$ cat config.mk
export PLATFORM = sky130hd
export DESIGN_NAME = bf16_add_arb
export DESIGN_NICKNAME = d
export VERILOG_FILES = /design/src/rtl/bf16_add_arb.sv
export SDC_FILE = /design/constraint.sdc
export NUM_CORES = 1
export LEC_CHECK = 0
export ABC_AREA = 1
export CAP_MARGIN = 10
export CORE_UTILIZATION = 25
export CTS_CLUSTER_SIZE = 14
export DETAILED_ROUTE_END_ITERATION = 6
export PLACE_DENSITY = 0.49
export SYNTH_ARGS = -nofsm -noshare
export SYNTH_HDL_FRONTEND = slang
export SYNTH_SLANG_ARGS = --single-unit
export TNS_END_PERCENT = 50
$ cat constraint.sdc
create_clock -name clk -period 11 [get_ports clk]
set_input_delay 1.65 -clock clk [delete_from_list [all_inputs] [get_ports clk]]
set_output_delay 1.65 -clock clk [all_outputs]
set_load 0.03 [all_outputs]
$ cat src/rtl/bf16_add_arb.sv
// Round-robin arbiter feeding one shared bf16 adder through a two-stage
// operand/result pipeline with a tagged valid/ready response channel.

module bf16_add (
    input  logic [15:0] a,
    input  logic [15:0] b,
    output logic [15:0] y
);
    // Inputs with a zero exponent count as signed zero, tiny results flush
    // to signed zero, rounding is round-to-nearest-even, NaN out is 0x7FC0.
    logic              sa, sb, sx, sy;
    logic [7:0]        ea, eb, ex, ey, d;
    logic [6:0]        ma, mb, mx, my;
    logic              a_nan, b_nan, a_inf, b_inf, a_zero, b_zero, a_big;
    logic [18:0]       xs, ys, sum;
    logic [17:0]       norm;
    logic [4:0]        lz;
    logic [7:0]        rmant;
    logic              rnd;
    logic signed [9:0] er;

    assign {sa, ea, ma} = a;
    assign {sb, eb, mb} = b;
    assign a_nan  = (ea == 8'hFF) && (ma != 7'd0);
    assign b_nan  = (eb == 8'hFF) && (mb != 7'd0);
    assign a_inf  = (ea == 8'hFF) && (ma == 7'd0);
    assign b_inf  = (eb == 8'hFF) && (mb == 7'd0);
    assign a_zero = (ea == 8'd0);
    assign b_zero = (eb == 8'd0);
    assign a_big  = {ea, ma} >= {eb, mb};
    assign {sx, ex, mx} = a_big ? a : b;
    assign {sy, ey, my} = a_big ? b : a;
    assign d   = ex - ey;

    // Ten extra low bits keep the sum exact for every shift below 10.
    assign xs  = {1'b0, 1'b1, mx, 10'd0};
    assign ys  = {1'b0, 1'b1, my, 10'd0} >> d;
    assign sum = (sx == sy) ? xs + ys : xs - ys;

    always_comb begin : lead_zero
        lz = 5'd0;
        for (int i = 0; i < 19; i++) begin
            if (sum[i]) lz = 5'(18 - i);
        end
    end

    assign norm  = 18'(sum << lz);
    assign rnd   = norm[10] & ((|norm[9:0]) | norm[11]);
    assign rmant = 8'(norm[17:11]) + 8'(rnd);
    assign er    = 10'(ex) + 10'd1 - 10'(lz) + 10'(rmant[7]);

    always_comb begin : result_sel
        y = {sx, er[7:0], (rmant[7] ? 7'd0 : rmant[6:0])};
        if (a_nan || b_nan || (a_inf && b_inf && (sa != sb))) begin
            y = 16'h7FC0;
        end else if (a_inf) begin
            y = a;
        end else if (b_inf) begin
            y = b;
        end else if (a_zero && b_zero) begin
            y = {sa & sb, 15'd0};
        end else if (a_zero) begin
            y = b;
        end else if (b_zero) begin
            y = a;
        end else if (d >= 8'd10) begin
            // Smaller operand is below a quarter ulp: the larger one wins.
            y = {sx, ex, mx};
        end else if (sum == 19'd0) begin
            y = 16'h0000;
        end else if (er >= 10'sd255) begin
            y = {sx, 8'hFF, 7'd0};
        end else if (er <= 10'sd0) begin
            y = {sx, 15'd0};
        end
    end
endmodule

module bf16_add_arb #(
    parameter  int unsigned N     = 4,
    parameter  int unsigned CNT_W = 16,
    localparam int unsigned ID_W  = $clog2(N)
) (
    input  logic              clk,
    input  logic              rst,
    input  logic [N-1:0]      req_valid_i,
    output logic [N-1:0]      req_ready_o,
    input  logic [16*N-1:0]   req_a_i,
    input  logic [16*N-1:0]   req_b_i,
    output logic              rsp_valid_o,
    input  logic              rsp_ready_i,
    output logic [ID_W-1:0]   rsp_id_o,
    output logic [15:0]       rsp_data_o,
    output logic              busy_o,
    output logic [CNT_W-1:0]  done_cnt_o
);
    logic             s1_v, s2_v, s1_en, s2_en, any_v;
    logic [ID_W-1:0]  s1_id, s2_id, ptr, ptr_nxt, gnt_id, idx;
    logic [15:0]      s1_a, s1_b, s2_data, add_y, sel_a, sel_b;
    logic [N-1:0]     grant;
    logic [CNT_W-1:0] done_cnt;

    assign s2_en = ~s2_v | rsp_ready_i;
    assign s1_en = ~s1_v | s2_en;

    // First valid requester at or after ptr, wrapping modulo N.
    always_comb begin : rr_pick
        grant  = '0;
        gnt_id = '0;
        any_v  = 1'b0;
        idx    = '0;
        sel_a  = '0;
        sel_b  = '0;
        for (int unsigned k = 0; k < N; k++) begin
            idx = ID_W'((32'(ptr) + k) % N);
            if (!any_v && req_valid_i[idx]) begin
                any_v       = 1'b1;
                gnt_id      = idx;
                grant[idx]  = 1'b1;
                sel_a       = req_a_i[{idx, 4'b0000} +: 16];
                sel_b       = req_b_i[{idx, 4'b0000} +: 16];
            end
        end
    end

    assign ptr_nxt     = (gnt_id == ID_W'(N - 1)) ? '0 : gnt_id + ID_W'(1);
    assign req_ready_o = rst ? '0 : (grant & {N{s1_en}});

    bf16_add u_add (
        .a (s1_a),
        .b (s1_b),
        .y (add_y)
    );

    always_ff @(posedge clk) begin : pipe_regs
        if (rst) begin
            s1_v     <= 1'b0;
            s1_id    <= '0;
            s1_a     <= '0;
            s1_b     <= '0;
            s2_v     <= 1'b0;
            s2_id    <= '0;
            s2_data  <= '0;
            ptr      <= '0;
            done_cnt <= '0;
        end else begin
            if (s1_en) begin
                s1_v <= any_v;
                if (any_v) begin
                    s1_id <= gnt_id;
                    s1_a  <= sel_a;
                    s1_b  <= sel_b;
                    ptr   <= ptr_nxt;
                end
            end
            if (s2_en) begin
                s2_v <= s1_v;
                if (s1_v) begin
                    s2_id   <= s1_id;
                    s2_data <= add_y;
                end
            end
            if (s2_v && rsp_ready_i) begin
                done_cnt <= done_cnt + CNT_W'(1);
            end
        end
    end

    assign rsp_valid_o = s2_v;
    assign rsp_id_o    = s2_id;
    assign rsp_data_o  = s2_data;
    assign busy_o      = s1_v | s2_v;
    assign done_cnt_o  = done_cnt;
endmodule
==> flow_summary.toml <==
[status]
status = "completed"

[critical_path]
crit_top_cell = "nand2_1"
required_ns = 11.27
critPathKind = "reg2reg"
critPathMaxStageDelay_ns = 0.47
critPathMaxFanout = 19
crit_arrival_ns = 10.42
start_kind = "register"
cp_slowest_cell = "fa_1"
end_kind = "register"

[floorplan]
dieHeight_microns = 218
num_rows = 78
design.die.area_sq_um = 47600
dieWidth_microns = 218
core_area_sq_um = 45700
initial_utilization_pct = 25.6
io_pins = 175

[clocking]
cts_tree = "built"
path_clk_slew_ns = 0.07
cts_buffers = 9
cts-root-buf = "clkbuf_16"
htree_num_levels = 3
clk_latency_ns = 0.35
cts_hold_buffers = 0
cts_sinks = 72
cts_buffer_depth = 2

[grt]
grt_pass1_vias = 13300
grt_pass1_wl_microns = 73700
grtUsageTotal_pct = 19.4
antenna_found_initial = 0
gr-total-overflow = 0
grt_max_degree = 81

[placed_design]
io_buffers = 174
dp_hpwl_microns = 37100
gp_congestion = 0.934

[synthesis]
synth-xor-area-share_pct = 2.08
synth_flop_cell = "dfxtp_1"
synth_edf_count = 0
synth_fa_ha_area_share_pct = 6.02
synth_top_family_by_area = "simple AND/OR/NAND/NOR gates"
synth_nets = 2279
yosys_warnings = 0
yosys.area_share.simple_pct = 37.8
ys_types = 59
synth_top_area_share_pct = 15.6
synth_compound_gate_area_share_pct = 23.6
syn-cell-area_sq_um = 11700
syn_avg_cell_area_sq_um = 5.59
yosys-top-cells-area = "nand2_1, dfxtp_1, o21ai_0"
ys_async_sr_fraction_pct = 0
synth.mux.area_fraction_pct = 6.43
synth-seq-cells = 72
postSynthCellCount = 2089
seq_area_frac_synth_pct = 12.3
synth_top_cell_by_area = "nand2_1"

[sta]
max-slew-margin-rel_pct = 12.7
period_share_pct = 92.3
hold_viol = 0
setup_viol = 0
drv_slew = 0
fin_skew_ns = 0.00935
max_freq_ghz = 0.0985
tightestPinTransition_ns = 1.31
period_minus_slack_ns = 10.15

[drt]
vias = 14300
remaining_drc_errors = 0
wirelength_microns = 47600
drt-pass1-iter-count = 6
ant_nets = 0
initialDrtViolationCount = 1209
via_per_inst = 5.06
avgRoutedWirePerCell_microns = 16.8

[layout]
post-route-util_pct = 32.0
regArea_sq_um = 1450
fin_nets = 2414
drive_gt1_share_pct = 8.25
area_delta_synth_final_pct = 25.2
diodes = 0
fill_cells = 5092
multi_input_area_sq_um = 9080

[hold_path]
hold_path_class = "reg2reg"

[job]
cap_violations = 0
area by class of cell:
cell class | count | area share (%)
multi-input cells | 1674 | 62.1
repair buffers | 228 | 14.8
flip-flops and latches | 72 | 9.94
inverters | 239 | 6.14
well taps | 600 | 5.13
clock buffers | 9 | 1.54
clock inverters | 7 | 0.377
sequential cells by signal (all words and copies together), names as in the netlist, named ones only:
name,cells
s1_b,16
rsp_id_o,2
s1_id,2
s1_a,16
done_cnt_o,16
s1_v,1
rsp_valid_o,1
rsp_data_o,16
ptr,1
kinds of logic (layout without fill, tap and decap cells):
| group | Yosys count | in the layout |
|---|---|---|
| xor gates and xnor gates | 26 | 26 |
| DFF | 72 | 72 |
| and+or+nand+nor | 1017 | 1020 |
| adders and majority gates | 55 | 55 |
| muxes | 75 | 75 |
| AOI/OAI and AO/OA | 498 | 498 |
| buffers and inverters | 346 | 483 |
cell usage after synthesis (all sizes together) (16+ instances only):
library cell / n
dfxtp: 72
xor2: 23
nor3: 16
nor2: 291
ha: 53
clkbuf: 78
nand2: 502
buf: 29
a41oi: 18
nand3: 154
mux2i: 75
a21oi: 96
nand4: 30
o21ai: 300
inv: 235
a31oi: 34
critical path, delay by kind of cell (launching register included):
family / cells / cell delay [ns]
XOR/XNOR: 1 / 0.19
adder cells (fa/ha/maj): 7 / 2.12
AND/OR/NAND/NOR: 38 / 4.36
AO/OA/AOI/OAI: 14 / 1.94
flip-flops: 1 / 0.40
buffers and inverters: 13 / 1.01
layer usage:
metal,vias up,global-route usage (%),wire [microns]
met5,-,0,0
met1,6516,26.1,22000
li1,7239,-,-
met3,67,1.84,2370
met2,483,32.9,22200
met4,0,5.22,1060
placed cells by master (no fill, tap or decap), types with 46 or more instances in the layout:
cell	instances
clkdlybuf4s50_1	174
nand2_1	484
o21ai_0	281
buf_4	53
ha_1	46
nand3_1	137
a21oi_1	92
dfxtp_1	66
mux2i_1	75
nor2_1	272
inv_1	214
metrics by stage:
stage	cells	hold slack, ns	setup slack, ns	setup TNS [ns]	cell area [sq um]
2_1_floorplan	2089	0.458	2.16	0	11700
3_3_place_gp	2804	0.451	0.417	0	14100
3_5_place_dp	2804	0.458	0.306	0	14100
4_1_cts	2820	0.469	0.244	0	14400
5_1_grt	2829	0.490	-0.0261	-0.0402	14600
6_report	2829	0.464	0.848	0	14600
what timing repair did:
action                                  4_1_cts  5_1_grt
buffers inserted                              0        6
endpoints found under the hold margin         0        0
endpoints found under the setup margin        0       15
gates resized for setup                       0       40
final timing paths:
check                                                  from                     endpoint  slack (ns)  cells past startpoint
worst max-delay path                  s1_b[12]$_SDFFE_PP0P_   rsp_data_o[1]$_SDFFE_PP0P_        0.85                     73
worst min-delay path            done_cnt_o[15]$_SDFFE_PP0P_  done_cnt_o[15]$_SDFFE_PP0P_        0.46                      2
worst max register to register        s1_b[12]$_SDFFE_PP0P_   rsp_data_o[1]$_SDFFE_PP0P_        0.85                     73
worst min register to register  done_cnt_o[15]$_SDFFE_PP0P_  done_cnt_o[15]$_SDFFE_PP0P_        0.46                      2
Power is not shown: default switching activity piles up to over one toggle a cycle in this logic, so the estimate is an artifact.
